File: src/rtl/mem_arb_pkg.sv
// Shared definitions for the two-master memory arbiter: FSM state
// encoding, default abort timeout and the wait-counter helper.
package mem_arb_pkg;

    typedef enum logic [1:0] {
        IDLE = 2'd0,
        BUSY = 2'd1,
        RESP = 2'd2
    } state_e;

    // Slave-wait cycles tolerated before a transfer is aborted.
    localparam int TIMEOUT_DEFAULT = 255;

    localparam int         CNT_W   = 8;
    localparam logic [7:0] CNT_MAX = 8'hFF;

    // Saturating increment for the slave-wait counter.
    function automatic logic [CNT_W-1:0] sat_inc(input logic [CNT_W-1:0] v);
        return (v == CNT_MAX) ? v : v + 8'd1;
    endfunction

endpackage

File: src/rtl/rr_pick2.sv
// Two-input round-robin picker: a lone request always wins, a tie goes
// to the master named by ptr.
module rr_pick2 (
    input  logic [1:0] req,
    input  logic       ptr,
    output logic       gnt_valid,
    output logic       gnt_idx
);

    // Pure combinational grant selection.
    always_comb begin
        gnt_valid = |req;
        if (req == 2'b11) begin
            gnt_idx = ptr;
        end else begin
            gnt_idx = req[1];
        end
    end

endmodule

File: src/rtl/mem_arbiter2.sv
// Two-master arbiter onto one picorv32-style native memory port.
//
// Handshake: a master raises mN_valid with stable instr/addr/wdata/wstrb
// and keeps it high until it sees mN_ready=1 (one-cycle pulse). The
// slave side sees s_valid held with constant payload until it answers
// with s_ready=1 for one cycle, or until the wait count hits TIMEOUT, in
// which case the master gets ready together with err=1 and rdata=0.
// Each transfer goes IDLE -> BUSY -> RESP -> IDLE; RESP is a single
// cycle in which new requests are not looked at.
module mem_arbiter2
    import mem_arb_pkg::*;
#(
    parameter int TIMEOUT = TIMEOUT_DEFAULT
) (
    input  logic        clk,
    input  logic        reset,

    input  logic        m0_valid,
    input  logic        m0_instr,
    input  logic [31:0] m0_addr,
    input  logic [31:0] m0_wdata,
    input  logic [3:0]  m0_wstrb,
    output logic        m0_ready,
    output logic        m0_err,
    output logic [31:0] m0_rdata,

    input  logic        m1_valid,
    input  logic        m1_instr,
    input  logic [31:0] m1_addr,
    input  logic [31:0] m1_wdata,
    input  logic [3:0]  m1_wstrb,
    output logic        m1_ready,
    output logic        m1_err,
    output logic [31:0] m1_rdata,

    output logic        s_valid,
    output logic        s_instr,
    output logic [31:0] s_addr,
    output logic [31:0] s_wdata,
    output logic [3:0]  s_wstrb,
    input  logic        s_ready,
    input  logic [31:0] s_rdata,

    output logic        owner,

    output logic [1:0]  dbg_state_o,
    output logic        dbg_ptr_o
);

    // Abort fires on the wait cycle that brings the count up to TIMEOUT;
    // a TIMEOUT the 8-bit counter cannot reach never aborts.
    localparam bit         TO_EN   = (TIMEOUT > 0) && (TIMEOUT <= 255);
    localparam logic [7:0] TO_LAST = 8'(TIMEOUT - 1);

    state_e            state_q, state_d;
    logic [CNT_W-1:0]  cnt_q, cnt_d;
    logic              ptr_q;
    logic              owner_q;

    logic              s_valid_q;
    logic              s_instr_q;
    logic [31:0]       s_addr_q;
    logic [31:0]       s_wdata_q;
    logic [3:0]        s_wstrb_q;

    logic [1:0]        m_ready_q;
    logic [1:0]        m_err_q;
    logic [31:0]       m_rdata_q [2];

    logic              gnt_valid;
    logic              gnt_idx;
    logic              load;
    logic              done_ok;
    logic              done_abort;
    logic              timeout_hit;

    rr_pick2 u_pick (
        .req       ({m1_valid, m0_valid}),
        .ptr       (ptr_q),
        .gnt_valid (gnt_valid),
        .gnt_idx   (gnt_idx)
    );

    assign timeout_hit = TO_EN && (cnt_q == TO_LAST);

    // Next-state logic; s_ready wins over the abort in the same cycle.
    always_comb begin
        state_d    = state_q;
        cnt_d      = cnt_q;
        load       = 1'b0;
        done_ok    = 1'b0;
        done_abort = 1'b0;
        case (state_q)
            IDLE: begin
                if (gnt_valid) begin
                    load    = 1'b1;
                    cnt_d   = '0;
                    state_d = BUSY;
                end
            end
            BUSY: begin
                if (s_ready) begin
                    done_ok = 1'b1;
                    cnt_d   = '0;
                    state_d = RESP;
                end else if (timeout_hit) begin
                    done_abort = 1'b1;
                    cnt_d      = '0;
                    state_d    = RESP;
                end else begin
                    cnt_d = sat_inc(cnt_q);
                end
            end
            RESP: begin
                state_d = IDLE;
            end
            default: begin
                state_d = IDLE;
                cnt_d   = '0;
            end
        endcase
    end

    // State and wait-counter registers.
    always_ff @(posedge clk) begin
        if (reset) begin
            state_q <= IDLE;
            cnt_q   <= '0;
        end else begin
            state_q <= state_d;
            cnt_q   <= cnt_d;
        end
    end

    // Slave-side request: latched on grant, frozen for the whole of BUSY.
    always_ff @(posedge clk) begin
        if (reset) begin
            owner_q   <= 1'b0;
            s_valid_q <= 1'b0;
            s_instr_q <= 1'b0;
            s_addr_q  <= '0;
            s_wdata_q <= '0;
            s_wstrb_q <= '0;
        end else if (load) begin
            owner_q   <= gnt_idx;
            s_valid_q <= 1'b1;
            s_instr_q <= gnt_idx ? m1_instr : m0_instr;
            s_addr_q  <= gnt_idx ? m1_addr  : m0_addr;
            s_wdata_q <= gnt_idx ? m1_wdata : m0_wdata;
            s_wstrb_q <= gnt_idx ? m1_wstrb : m0_wstrb;
        end else if (done_ok || done_abort) begin
            s_valid_q <= 1'b0;
        end
    end

    // Round-robin pointer: prefer the other master after every finished transfer.
    always_ff @(posedge clk) begin
        if (reset) begin
            ptr_q <= 1'b0;
        end else if (done_ok || done_abort) begin
            ptr_q <= ~owner_q;
        end
    end

    // Master-side response: one-cycle ready/err pulse, rdata held between pulses.
    always_ff @(posedge clk) begin
        if (reset) begin
            m_ready_q    <= '0;
            m_err_q      <= '0;
            m_rdata_q[0] <= '0;
            m_rdata_q[1] <= '0;
        end else begin
            m_ready_q <= '0;
            m_err_q   <= '0;
            if (done_ok) begin
                m_ready_q[owner_q] <= 1'b1;
                m_rdata_q[owner_q] <= s_rdata;
            end else if (done_abort) begin
                m_ready_q[owner_q] <= 1'b1;
                m_err_q[owner_q]   <= 1'b1;
                m_rdata_q[owner_q] <= '0;
            end
        end
    end

    assign s_valid     = s_valid_q;
    assign s_instr     = s_instr_q;
    assign s_addr      = s_addr_q;
    assign s_wdata     = s_wdata_q;
    assign s_wstrb     = s_wstrb_q;
    assign owner       = owner_q;

    assign m0_ready    = m_ready_q[0];
    assign m1_ready    = m_ready_q[1];
    assign m0_err      = m_err_q[0];
    assign m1_err      = m_err_q[1];
    assign m0_rdata    = m_rdata_q[0];
    assign m1_rdata    = m_rdata_q[1];

    assign dbg_state_o = state_q;
    assign dbg_ptr_o   = ptr_q;

endmodule
File: config.mk
export PLATFORM = sky130hd
export DESIGN_NAME = mem_arbiter2
export DESIGN_NICKNAME = d
export VERILOG_FILES = /design/src/rtl/mem_arb_pkg.sv /design/src/rtl/rr_pick2.sv /design/src/rtl/mem_arbiter2.sv
export SDC_FILE = /design/constraint.sdc
export NUM_CORES = 1
export LEC_CHECK = 0
export CAP_MARGIN = 0
export CORE_MARGIN = 4
export CORE_UTILIZATION = 43
export DETAILED_ROUTE_END_ITERATION = 7
export PLACE_DENSITY_LB_ADDON = 0.3
export SYNTH_ARGS = -nofsm -noshare
export SYNTH_HDL_FRONTEND = slang
export SYNTH_SLANG_ARGS = --single-unit
File: constraint.sdc
create_clock -name clk -period 4.3 [get_ports clk]
set_input_delay 0.645 -clock clk [delete_from_list [all_inputs] [get_ports clk]]
set_output_delay 0.645 -clock clk [all_outputs]
set_load 0.02 [all_outputs]
Word-level counts from Yosys, hierarchy flattened
Memory sizes are Yosys's and may differ from the RTL's.
Index checks and enable logic that the tools add are counted.
Word-level totals
  flip-flop bits (word level): 86
  RAM bits: 64
  input port bits: 175
  output and inout bits: 142
  word-level logic and storage cells: 75
  memories: 1
Memories
  m_rdata_q: depth 2, width 32, rd ports 2, clocked after memory_dff 0, wr ports 2, RTL line mem_arbiter2.sv:68  | logic [31:0] m_rdata_q [2];
Cells by class
  $add $sub $neg: 1
  magnitude comparators: 2
  equality and inequality tests: 8
  multiplexer cells: 40
  bitwise gates (word level): 3
  reduce and logical (&&, ||, !) cells: 9
Operators by type and width (number)
  32-bit two-way mux: 4
  8-bit two-way mux: 4
  32-bit OR reduction: 1
  8-bit one-hot mux with 3 select lines: 1
  1-bit two-way mux: 23
  8-bit == test (second input constant): 2
  2-bit two-way mux: 5
  8-bit by 1-bit adder with 8-bit output (second input constant): 1
  2-bit == test (second input constant): 2
  4-bit two-way mux: 1
  4-bit inequality test (second input constant): 1
  2-bit one-hot mux with 2 select lines: 1
  2-bit OR reduction: 2
  3-bit inequality test (second input constant): 1
  3-bit AND reduction: 1
  2-bit by 1-bit == test with 1-bit output (second input constant): 1
  2-bit logical NOT: 1
  1-bit by 2-bit less-than comparator with 1-bit output (second input constant): 1
  2-bit inequality test (second input constant): 1
  1-bit inverter: 2
  2-bit AND reduction: 1
  2-bit nonzero test: 1
  1-bit demux with 1-bit select: 1
  1-bit >= comparator (second input constant): 1
  other kinds (3): 3

Logic depth before layout (Yosys ltp)
Gate-level depths: netlist of run 1.
  depth in word-level cells: 11
  gate-level depth with buffers: 6
  mapped depth without buffers: 5

By module
From an unflattened synthesis of run 1, not the netlist that was laid out.
Second synthesis, totals
  cell total of the unflattened synthesis: 545
  area total of the unflattened synthesis: 6284.8 um^2
By module, submodules not included
  mem_arbiter2: times used 1, cells an instance 542, area an instance 6267.3 um^2, sequential area each 3643.5 um^2
  rr_pick2: times used 1, cells an instance 3, area an instance 17.5 um^2, sequential area each 0.0 um^2

Worst setup path before layout of run 1
Ideal clock, no wire load.
  path type: input-to-reg
  start point: input reset
  end point: memory m_rdata_q[0][0], enable pin
  library setup time: 0.388 ns
  arrival time: 1.970 ns
  data required time: 3.912 ns
  path slack: 1.942 ns
  stages: 3
  buffers on the path: 2
  cell sequence: clkbuf_1 -> buf_1 -> a21o_1
RTL lines
  from (decl): RTL line mem_arbiter2.sv:16  | input logic reset,
  to (decl): RTL line mem_arbiter2.sv:68

Worst setup path after layout of run 1
  start point: input s_ready
  end point: register cnt_q[5]
Between the ends
  cells in the longest elaborated chain, start to end: 2
  elaborated cells between the ends (all ways): 4
  classes of those cells: eq/ne: 1; mux: 2; reduce/logical: 1
Ends and longest elaborated chain
  from (decl): RTL line mem_arbiter2.sv:41  | input logic s_ready,
  4-bit inequality test (no source line) or 8-bit two-way mux (tied branches)
  3-bit AND reduction (no source line) or 8-bit one-hot mux with 3 select lines (tied branches)
  to (signal assigned): RTL line mem_arbiter2.sv:131  | cnt_q <= cnt_d;
  to (decl): RTL line mem_arbiter2.sv:56  | logic [CNT_W-1:0] cnt_q, cnt_d;
Several ways; a longest one is shown, not always the timed one.
A chain may end at the register's enable or synchronous reset.

==> run_results.csv, run 1 <==
group,metric,value,unit
global_route,grt_pass1_vias,5326,
layout,diodes,0,
layout,regArea,3643,µm²
setup_path,required,4.65,ns
sta,final.period_utilization,0.5244,
setup_path,start_kind,"primary input",
sta,fin_skew,0.008233,ns
die,design.core.area,13990,µm²
clock_network,cts_root_buffer,"clkbuf_16",
layout,finalNetCount,1016,
yosys,synth.distinct_cells,41,
detailed_routing,wire_per_inst,17.60,µm
sta,maxSlewViolCount,0,
yosys,synth_area_leaders,"edfxtp_1 31%, dfxtp_1 28%, mux2i_1 11%",
place,placed_area,9502,µm²
die,dieArea,16340,µm²
sta,hold_violations,0,
yosys,ys_ff_latch,150,
detailed_routing,via_per_inst,5.084,
setup_path,crit_arrival,2.61,ns
setup_path,cp-end-kind,"flip-flop",
global_route,track_usage,0.2183,
clock_network,cts_setup_buffers,0,
clock_network,cts_inserted_buffers,17,
layout,final_common_cell,"clkdlybuf4s50_1",
clock_network,cts_resized,0,
sta,post-route-min-period,2.255,ns
yosys,yosysTopAreaCell,"edfxtp_1",
clock_network,cts.sink_count,150,
die,ios,317,
clock_network,cts_tree,"built",
sta,setup_violations,0,
sta,fmax,443.5,MHz
power_and_ir_drop,p_switching,1.095,mW
die,core.rowCount,43,
global_route,antenna_found_initial,1,
clock_network,cts_max_path_buffers,2,
power_and_ir_drop,intPower,2.794,mW
detailed_routing,vias,5247,
setup_path,path_cells,"clkdlybuf4s50_1 -> or4b_1 -> a31oi_1 -> and3_1 -> a211o_1",
yosys,synth-seq-area-share,0.5902,
global_route,overflow,0,
detailed_routing,drtIter0Drc,263,
detailed_routing,detail_route.wirelength,18170,µm
power_and_ir_drop,comb_power_share,0.215,
setup_path,crit_path_max_fanout,7,
yosys,netlist.area_leader.share,0.3113,
layout,final_area,10060,µm²
place,portBuffers,316,
yosys,synth_warnings,0,
yosys,avgSynthCellArea,11.52,µm²
yosys,postSynthCellCount,536,
sta,worstMarginPinSlew,0.9373,ns
power_and_ir_drop,p_leak,4.069,nW
yosys,synth_ff_type,"dfxtp_1",
run_status,status,"finished clean",
power_and_ir_drop,power,3.889,mW
yosys,synth_fp_nets,713,
global_route,grt_pass1_wl,27640,µm
setup_path,cp_slowest_cell,"or4b_1",
layout,n_fill_cell,1004,
yosys,postSynth.asyncResetShare,0,
detailed_routing,ant_nets,0,
sta,tns,0,ns
detailed_routing,first_pass_iters,5,
clock_network,h-tree-depth,4,
layout,syn2layout_area_growth,62.95,%
power_and_ir_drop,clkPwrFrac,0.359,
die,die_y,127.8,µm
die,start_util,0.4413,
setup_path,crit_type,"primary input to flip-flop",
clock_network,ctsHoldBuffers,0,
global_route,grt_max_degree,142,
run,maxCapViolCount,0,
setup_path,cpPeakStageDelay,0.67,ns
detailed_routing,drc,0,
sta,slew_headroom,0.3751,
place,gp_congestion,0.8717,
yosys,netlist_area,6173,µm²
worst_hold_path,hold_class,"flip-flop to flip-flop",
layout,drive_above_1_share,0.05869,
layout,final_cell_mix,"315 x clkdlybuf4s50_1, 86 x dfxtp_1, 78 x nor2_1",
power_and_ir_drop,netSwitchingFraction,0.2817,
power_and_ir_drop,power_density,386.6,nW/µm²
power_and_ir_drop,ir_drop,224.4,µV
yosys,synth_edf_count,64,
die,die-width,127.8,µm
clock_network,clkSlewWorstSetupHoldPaths,0.06,ns
place,dp_hpwl,14160,µm
power_and_ir_drop,seqPwrFrac,0.426,
sta,rsz0062_at_grt,"false",
layout,multi_input_area,2379,µm²
clock_network,insertion_delay,0.41,ns
flip-flops by register name (all words and copies together) (netlist names):
signal and flops:
m_rdata_q 64, s_addr 32, s_wdata 32, cnt_q 8, s_wstrb 4, dbg_state_o 2
m_err_q 2, m_ready_q 2, dbg_ptr_o 1, owner 1, s_instr 1, s_valid 1
final timing paths:
kind                               startpoint                        endpoint  slack (ns)  cells past startpoint
setup / recovery                      s_ready           cnt_q[5]$_SDFFE_PP0P_        2.05                      5
hold / removal        s_wstrb[0]$_SDFFE_PP0P_         s_wstrb[0]$_SDFFE_PP0P_        0.50                      2
setup reg to reg  dbg_state_o[0]$_SDFFE_PP0P_  m_rdata_q[1][11]$_SDFFCE_PN0P_        2.22                      5
hold reg to reg       s_wstrb[0]$_SDFFE_PP0P_         s_wstrb[0]$_SDFFE_PP0P_        0.50                      2
per-layer routing:
metal  up-vias  part of all wire  global-route usage
li1       2554                 -                   -
met4         2             0.034             0.08926
met5         -           0.00066                   0
met3        36             0.089             0.07000
met1      2412              0.36              0.2403
met2       243              0.51              0.3882
cell usage after synthesis, drive strengths merged (2+ instances only):
cell	count
and2	67
a21o	2
a211oi	70
nand2b	2
inv	3
a21oi	3
ha	2
nor2b	3
buf	10
clkbuf	30
edfxtp	64
nor3	8
mux2i	69
o21ai	2
nand2	2
dfxtp	86
nand3	4
and3	5
nand4	4
nor2	78
a211o	5
critical path, delay by kind of cell:
kind / cells / cell delay, ns
buffers and inverters: 1 / 0.48
AOI/OAI and AO/OA: 2 / 0.56
and+or+nand+nor: 2 / 0.92
cell type report:
cell class,count,share of cell area
Clock buffer,17,0.04229
Clock inverter,15,0.01318
Inverter,3,0.001119
Multi-Input combinational cell,343,0.2364
Sequential cell,150,0.3622
Tap cell,180,0.02239
Timing Repair Buffer,324,0.3224
through the flow:
step / hold slack (ns) / cells / setup slack, ns / utilization
after floorplan: 0.4901 / 536 / 1.942 / -
after global placement: 0.4871 / 1000 / 1.752 / 0.6792
after detailed placement: 0.4906 / 1000 / 1.701 / 0.6792
after CTS: 0.4991 / 1032 / 2.034 / 0.7191
after global routing: 0.5156 / 1032 / 1.945 / 0.7191
final: 0.4951 / 1032 / 2.045 / 0.7191
kinds of logic (layout without fill, tap and decap cells):
| logic type | after synthesis | count (layout) | share of synthesized area |
|---|---|---|---|
| buffers and inverters | 43 | 359 | 0.02797 |
| flip-flops | 150 | 150 | 0.5902 |
| AND/OR/NAND/NOR | 181 | 181 | 0.1522 |
| AO/OA/AOI/OAI | 91 | 91 | 0.1137 |
| multiplexers | 69 | 69 | 0.1119 |
| adder cells (fa/ha/maj) | 2 | 2 | 0.004053 |
power groups by stage:
stage / Combinational [mW] / Sequential (mW) / Clock, mW
6_report: 0.838 / 1.66 / 1.39
4_1_cts: 0.847 / 1.66 / 1.42
3_5_place_dp: 0.843 / 1.69 / 0
2_1_floorplan: 0.238 / 1.83 / 0
3_3_place_gp: 0.831 / 1.68 / 0
5_1_grt: 0.894 / 1.67 / 1.49
Note: power is estimated with default switching activity, not from simulation.
==> run 2, diff against run 1 <==
- CORE_UTILIZATION: 43 -> 40
- clock period: 4.3 -> 2.3 ns (I/O delays scaled with it)
==> run_results.csv, run 2 (synthesis results as in run 1) <==
group,metric,value,unit
setup_path,required,2.41,ns
power_and_ir_drop,ir_drop,482.9,µV
sta,rsz0062_at_grt,"false",
die,die-width,132.2,µm
sta,post-route-min-period,2.004,ns
layout,final_area,10290,µm²
die,ios,317,
place,portBuffers,316,
die,start_util,0.4076,
clock_network,cts_resized,0,
worst_hold_path,hold_class,"primary input to flip-flop",
clock_network,cts_setup_buffers,0,
global_route,grt_pass1_wl,29210,µm
detailed_routing,detail_route.wirelength,18540,µm
setup_path,start_kind,"flip-flop",
layout,final_cell_mix,"315 x clkdlybuf4s50_1, 86 x dfxtp_1, 78 x nor2_1",
global_route,grt_pass1_vias,5503,
sta,tns,0,ns
die,core.rowCount,45,
power_and_ir_drop,power,7.396,mW
global_route,grt_max_degree,54,
place,placed_area,9724,µm²
setup_path,cp_num_buf_inv,1,
detailed_routing,wire_per_inst,17.49,µm
run,maxCapViolCount,0,
power_and_ir_drop,power_density,718.6,nW/µm²
run_status,status,"finished clean",
clock_network,cts_tree,"built",
clock_network,ctsHoldBuffers,0,
setup_path,cp_slowest_cell,"dfxtp_1",
detailed_routing,vias,5362,
die,die_y,132.2,µm
layout,largest_reg_flops,64,
clock_network,insertion_delay,0.42,ns
layout,largest-register,"m_rdata_q",
sta,final.period_utilization,0.8713,
clock_network,h-tree-depth,4,
setup_path,crit_arrival,2.11,ns
clock_network,cts_max_path_buffers,2,
clock_network,cts_inserted_buffers,17,
setup_path,crit_type,"flip-flop to flip-flop",
sta,hold_violations,0,
layout,drive_above_1_share,0.08028,
sta,setup_violations,0,
power_and_ir_drop,p_leak,4.202,nW
layout,diodes,0,
global_route,track_usage,0.2101,
place,dp_hpwl,14370,µm
sta,fin_skew,0.009530,ns
clock_network,clkSlewWorstSetupHoldPaths,0.07,ns
die,design.core.area,15150,µm²
setup_path,path_cells,"and4_1 -> a31o_2 -> and2_1 -> a21o_1 -> buf_12",
sta,slew_headroom,0.7004,
layout,syn2layout_area_growth,66.70,%
sta,maxSlewViolCount,0,
sta,fmax,499.0,MHz
detailed_routing,ant_nets,0,
detailed_routing,via_per_inst,5.058,
die,dieArea,17480,µm²
setup_path,cp-end-kind,"flip-flop",
global_route,antenna_found_initial,0,
detailed_routing,drc,0,
layout,finalNetCount,1036,
detailed_routing,drtIter0Drc,316,
setup_path,crit_path_max_fanout,28,
clock_network,cts_root_buffer,"clkbuf_16",
detailed_routing,first_pass_iters,4,
sta,worstMarginPinSlew,0.4474,ns
place,gp_congestion,0.7885,
clock_network,cts.sink_count,150,
global_route,overflow,0,
layout,final_common_cell,"clkdlybuf4s50_1",
setup_path,crit_family,"compound AO/OA/AOI/OAI gates",
setup_path,cpPeakStageDelay,0.45,ns
run 2: cell types whose count changed in the layout (fill, tap and decap cells not counted), sizes merged:
| cell | before | now |
|---|---|---|
| clkinv | 0 | 3 |
| bufinv | 0 | 1 |
| inv | 13 | 11 |
| buf | 9 | 29 |
| clkinvlp | 5 | 3 |
run 2: report_power, final:
| part | switching, mW | internal [mW] |
|---|---|---|
| Clock | 1.15 | 1.51 |
| Combinational | 0.775 | 0.857 |
| Sequential | 0.110 | 2.99 |
run 2: worst register-to-register path, cell delays in order (launching register included):
cell,delay (ns)
dfxtp_1,0.45
and4_1,0.32
a31o_2,0.22
and2_1,0.17
a21o_1,0.29
buf_12,0.24
run 2: final timing paths:
check,from,end,slack (ns),cells after the start
setup / recovery,cnt_q[4]$_SDFFE_PP0P_,m_rdata_q[1][4]$_SDFFCE_PN0P_,0.30,5
hold / removal,reset,owner$_SDFFE_PP0P_,0.24,2
setup reg to reg,cnt_q[4]$_SDFFE_PP0P_,m_rdata_q[1][4]$_SDFFCE_PN0P_,0.30,5
hold reg to reg,s_addr[20]$_SDFFE_PP0P_,s_addr[20]$_SDFFE_PP0P_,0.50,2
run 2: metrics by stage:
stage / setup WS, ns / hold WS, ns / cells / utilization
global route: 0.1856 / 0.2357 / 1060 / 0.6795
finish: 0.2961 / 0.2438 / 1060 / 0.6795
global placement: 0.1605 / 0.4860 / 1028 / 0.6420
CTS: 0.3107 / 0.2258 / 1060 / 0.6795
floorplan: 0.1378 / 0.4901 / 536 / -
detailed placement: 0.1104 / 0.4926 / 1028 / 0.6420
run 2: layer usage:
metal	part of all wire	global-route usage	wire length, µm	up-vias
met4	0.026	0.07448	486	0
li1	-	-	-	2600
met2	0.52	0.3786	9673	242
met3	0.082	0.06756	1523	35
met1	0.37	0.2327	6856	2485
met5	0	0	0	-
run 2: final cells by class:
class | instances | area [µm²]
Clock inverter | 15 | 141.4
Timing Repair Buffer | 344 | 3456
Sequential cell | 150 | 3643
Clock buffer | 17 | 425.4
Tap cell | 188 | 235.2
Multi-Input combinational cell | 343 | 2379
Inverter | 3 | 11.26
Fill cell | 1103 | 4855
==> run 3, diff against run 2 <==
- CORE_UTILIZATION: 40 -> 26
==> run_results.csv, run 3 (synthesis results as in run 1) <==
group,metric,value,unit
run_status,status,"finished clean",
layout,final_cell_mix,"315 x clkdlybuf4s50_1, 86 x dfxtp_1, 78 x nor2_1",
sta,fmax,501.2,MHz
clock_network,ctsHoldBuffers,0,
run,maxCapViolCount,0,
power_and_ir_drop,power_density,713.9,nW/µm²
place,gp_congestion,0.7408,
setup_path,timing.rr.end,"m_rdata_q[1][5]$_SDFFCE_PN0P_",
sta,final.period_utilization,0.8674,
setup_path,timing.rr.start,"cnt_q[4]$_SDFFE_PP0P_",
sta,hold_ws,0.2831,ns
detailed_routing,ant_nets,0,
power_and_ir_drop,ir_drop,383.8,µV
setup_path,cp_slowest_cell,"clkdlybuf4s50_1",
detailed_routing,wire_per_inst,15.78,µm
setup_path,cpPeakStageDelay,0.73,ns
setup_path,path_cells,"clkdlybuf4s50_1",
sta,fin_skew,0.008657,ns
die,die_y,162.1,µm
setup_path,crit_family,"buffers and inverters",
sta,slew_headroom,0.4751,
global_route,track_usage,0.1393,
global_route,top_usage_layer,"met2",
detailed_routing,drtIter0Drc,271,
global_route,grt_pass1_vias,4989,
place,place_ws,0.1137,ns
worst_hold_path,hold_path_end,"dbg_state_o[1]$_SDFFE_PP0P_",
die,dieArea,26270,µm²
layout,largest_reg_flops,64,
sta,rsz0062_at_grt,"false",
clock_network,cts_root_buffer,"clkbuf_16",
global_route,grt_pass1_wl,28350,µm
detailed_routing,detail_route.wirelength,18760,µm
global_route,gr-usage-met3,0.05709,
clock_network,cts_resized,0,
layout,n_fill_cell,2260,
clock_network,clkSlewWorstSetupHoldPaths,0.06,ns
die,die-width,162.1,µm
setup_path,r2r_cells,5,
setup_path,cp-end-kind,"primary output",
worst_hold_path,hold_class,"primary input to flip-flop",
clock_network,h-tree-depth,4,
clock_network,cts_setup_buffers,0,
setup_path,cp_num_buf_inv,1,
setup_path,start_kind,"flip-flop",
global_route,antenna_found_initial,1,
clock_network,cts_tree,"built",
die,start_util,0.2638,
sta,post-route-min-period,1.995,ns
setup_path,required,1.96,ns
sta,maxSlewViolCount,0,
layout,final_common_cell,"clkdlybuf4s50_1",
sta,worstMarginPinSlew,0.7874,ns
place,portBuffers,316,
setup_path,crit_path_max_fanout,8,
sta,setup_slack,0.3050,ns
die,ios,317,
clock_network,cts_max_path_buffers,2,
worst_hold_path,holdPathStages,2,
place,dp_hpwl,14330,µm
detailed_routing,vias,5137,
die,core.rowCount,56,
clock_network,cts.sink_count,150,
clock_network,insertion_delay,0.42,ns
power_and_ir_drop,p_leak,4.188,nW
detailed_routing,first_pass_iters,4,
sta,tns,0,ns
global_route,overflow,0,
detailed_routing,drc,0,
sta,hold_violations,0,
detailed_routing,via_per_inst,4.320,
layout,largest-register,"m_rdata_q",
setup_path,crit_arrival,1.65,ns
worst_hold_path,worstHoldStart,"reset",
layout,drive_above_1_share,0.07480,
setup_path,crit_type,"flip-flop to primary output",
setup_path,worstSetupPathDepth,1,
layout,finalNetCount,1033,
setup_path,r2r_setup_slack,0.41,ns
global_route,met2_usage,0.2300,
sta,setup_violations,0,
global_route,grt_max_degree,73,
die,design.core.area,23400,µm²
global_route,use_met1,0.1689,
clock_network,cts_inserted_buffers,17,
layout,syn2layout_area_growth,69.27,%
## run 3: cell count changes in the layout (fill, tap and decap cells not counted), sizes merged
cell / previous run / this run
buf: 29 / 26
inv: 11 / 6
clkinv: 3 / 5
clkbuf: 17 / 19
bufinv: 1 / 2
diode: 0 / 1
## run 3: worst max-delay path by stage
stage / from / endpoint / slack (ns)
floorplan: cnt_q[2]$_SDFFE_PP0P_ / m_rdata_q[0][0]$_SDFFCE_PN0P_ / 0.14
global placement: s_ready / cnt_q[0]$_SDFFE_PP0P_ / 0.15
detailed placement: s_ready / cnt_q[3]$_SDFFE_PP0P_ / 0.11
CTS: dbg_state_o[1]$_SDFFE_PP0P_ / dbg_state_o[1] / 0.28
global route: dbg_state_o[1]$_SDFFE_PP0P_ / dbg_state_o[1] / 0.26
finish: owner$_SDFFE_PP0P_ / owner / 0.30
## run 3: layout make-up
type / count / area, µm² / area share
Sequential cell: 150 / 3643 / 0.3487
Timing Repair Buffer: 341 / 3433 / 0.3285
Multi-Input combinational cell: 343 / 2379 / 0.2276
Clock buffer: 19 / 432.9 / 0.04143
Tap cell: 319 / 399.1 / 0.03819
Clock inverter: 13 / 148.9 / 0.01425
Inverter: 3 / 11.26 / 0.001078
Antenna cell: 1 / 2.502 / 0.0002395
## run 3: worst reg2reg max path, cell delays in order, from the launching register on
cell	delay (ns)
dfxtp_1	0.43
and4_1	0.32
a31o_2	0.22
and2_1	0.18
a21o_1	0.20
buf_12	0.22
## run 3: power breakdown
group	total, mW	internal [mW]	switching [mW]
clock	2.75	1.61	1.13
combinational	1.62	0.854	0.765
sequential	3.09	2.99	0.102
total	7.46	5.46	2.00
## run 3: stage by stage
stage               cell area (µm²)  total power [mW]    util  cells
CTS                           10450             7.592  0.4464   1188
detailed placement             9866             4.797  0.4216   1156
floorplan                      6173             3.857       -    536
finish                        10450             7.461  0.4465   1189
global placement               9866             4.787  0.4216   1156
global route                  10450             7.817  0.4464   1188
## run 3: routing by layer
metal  wire length [µm]  up-vias
li1                   -     2599
met1               7819     2301
met2               8996      221
met3               1690       16
met4                255        0
met5                  0        -
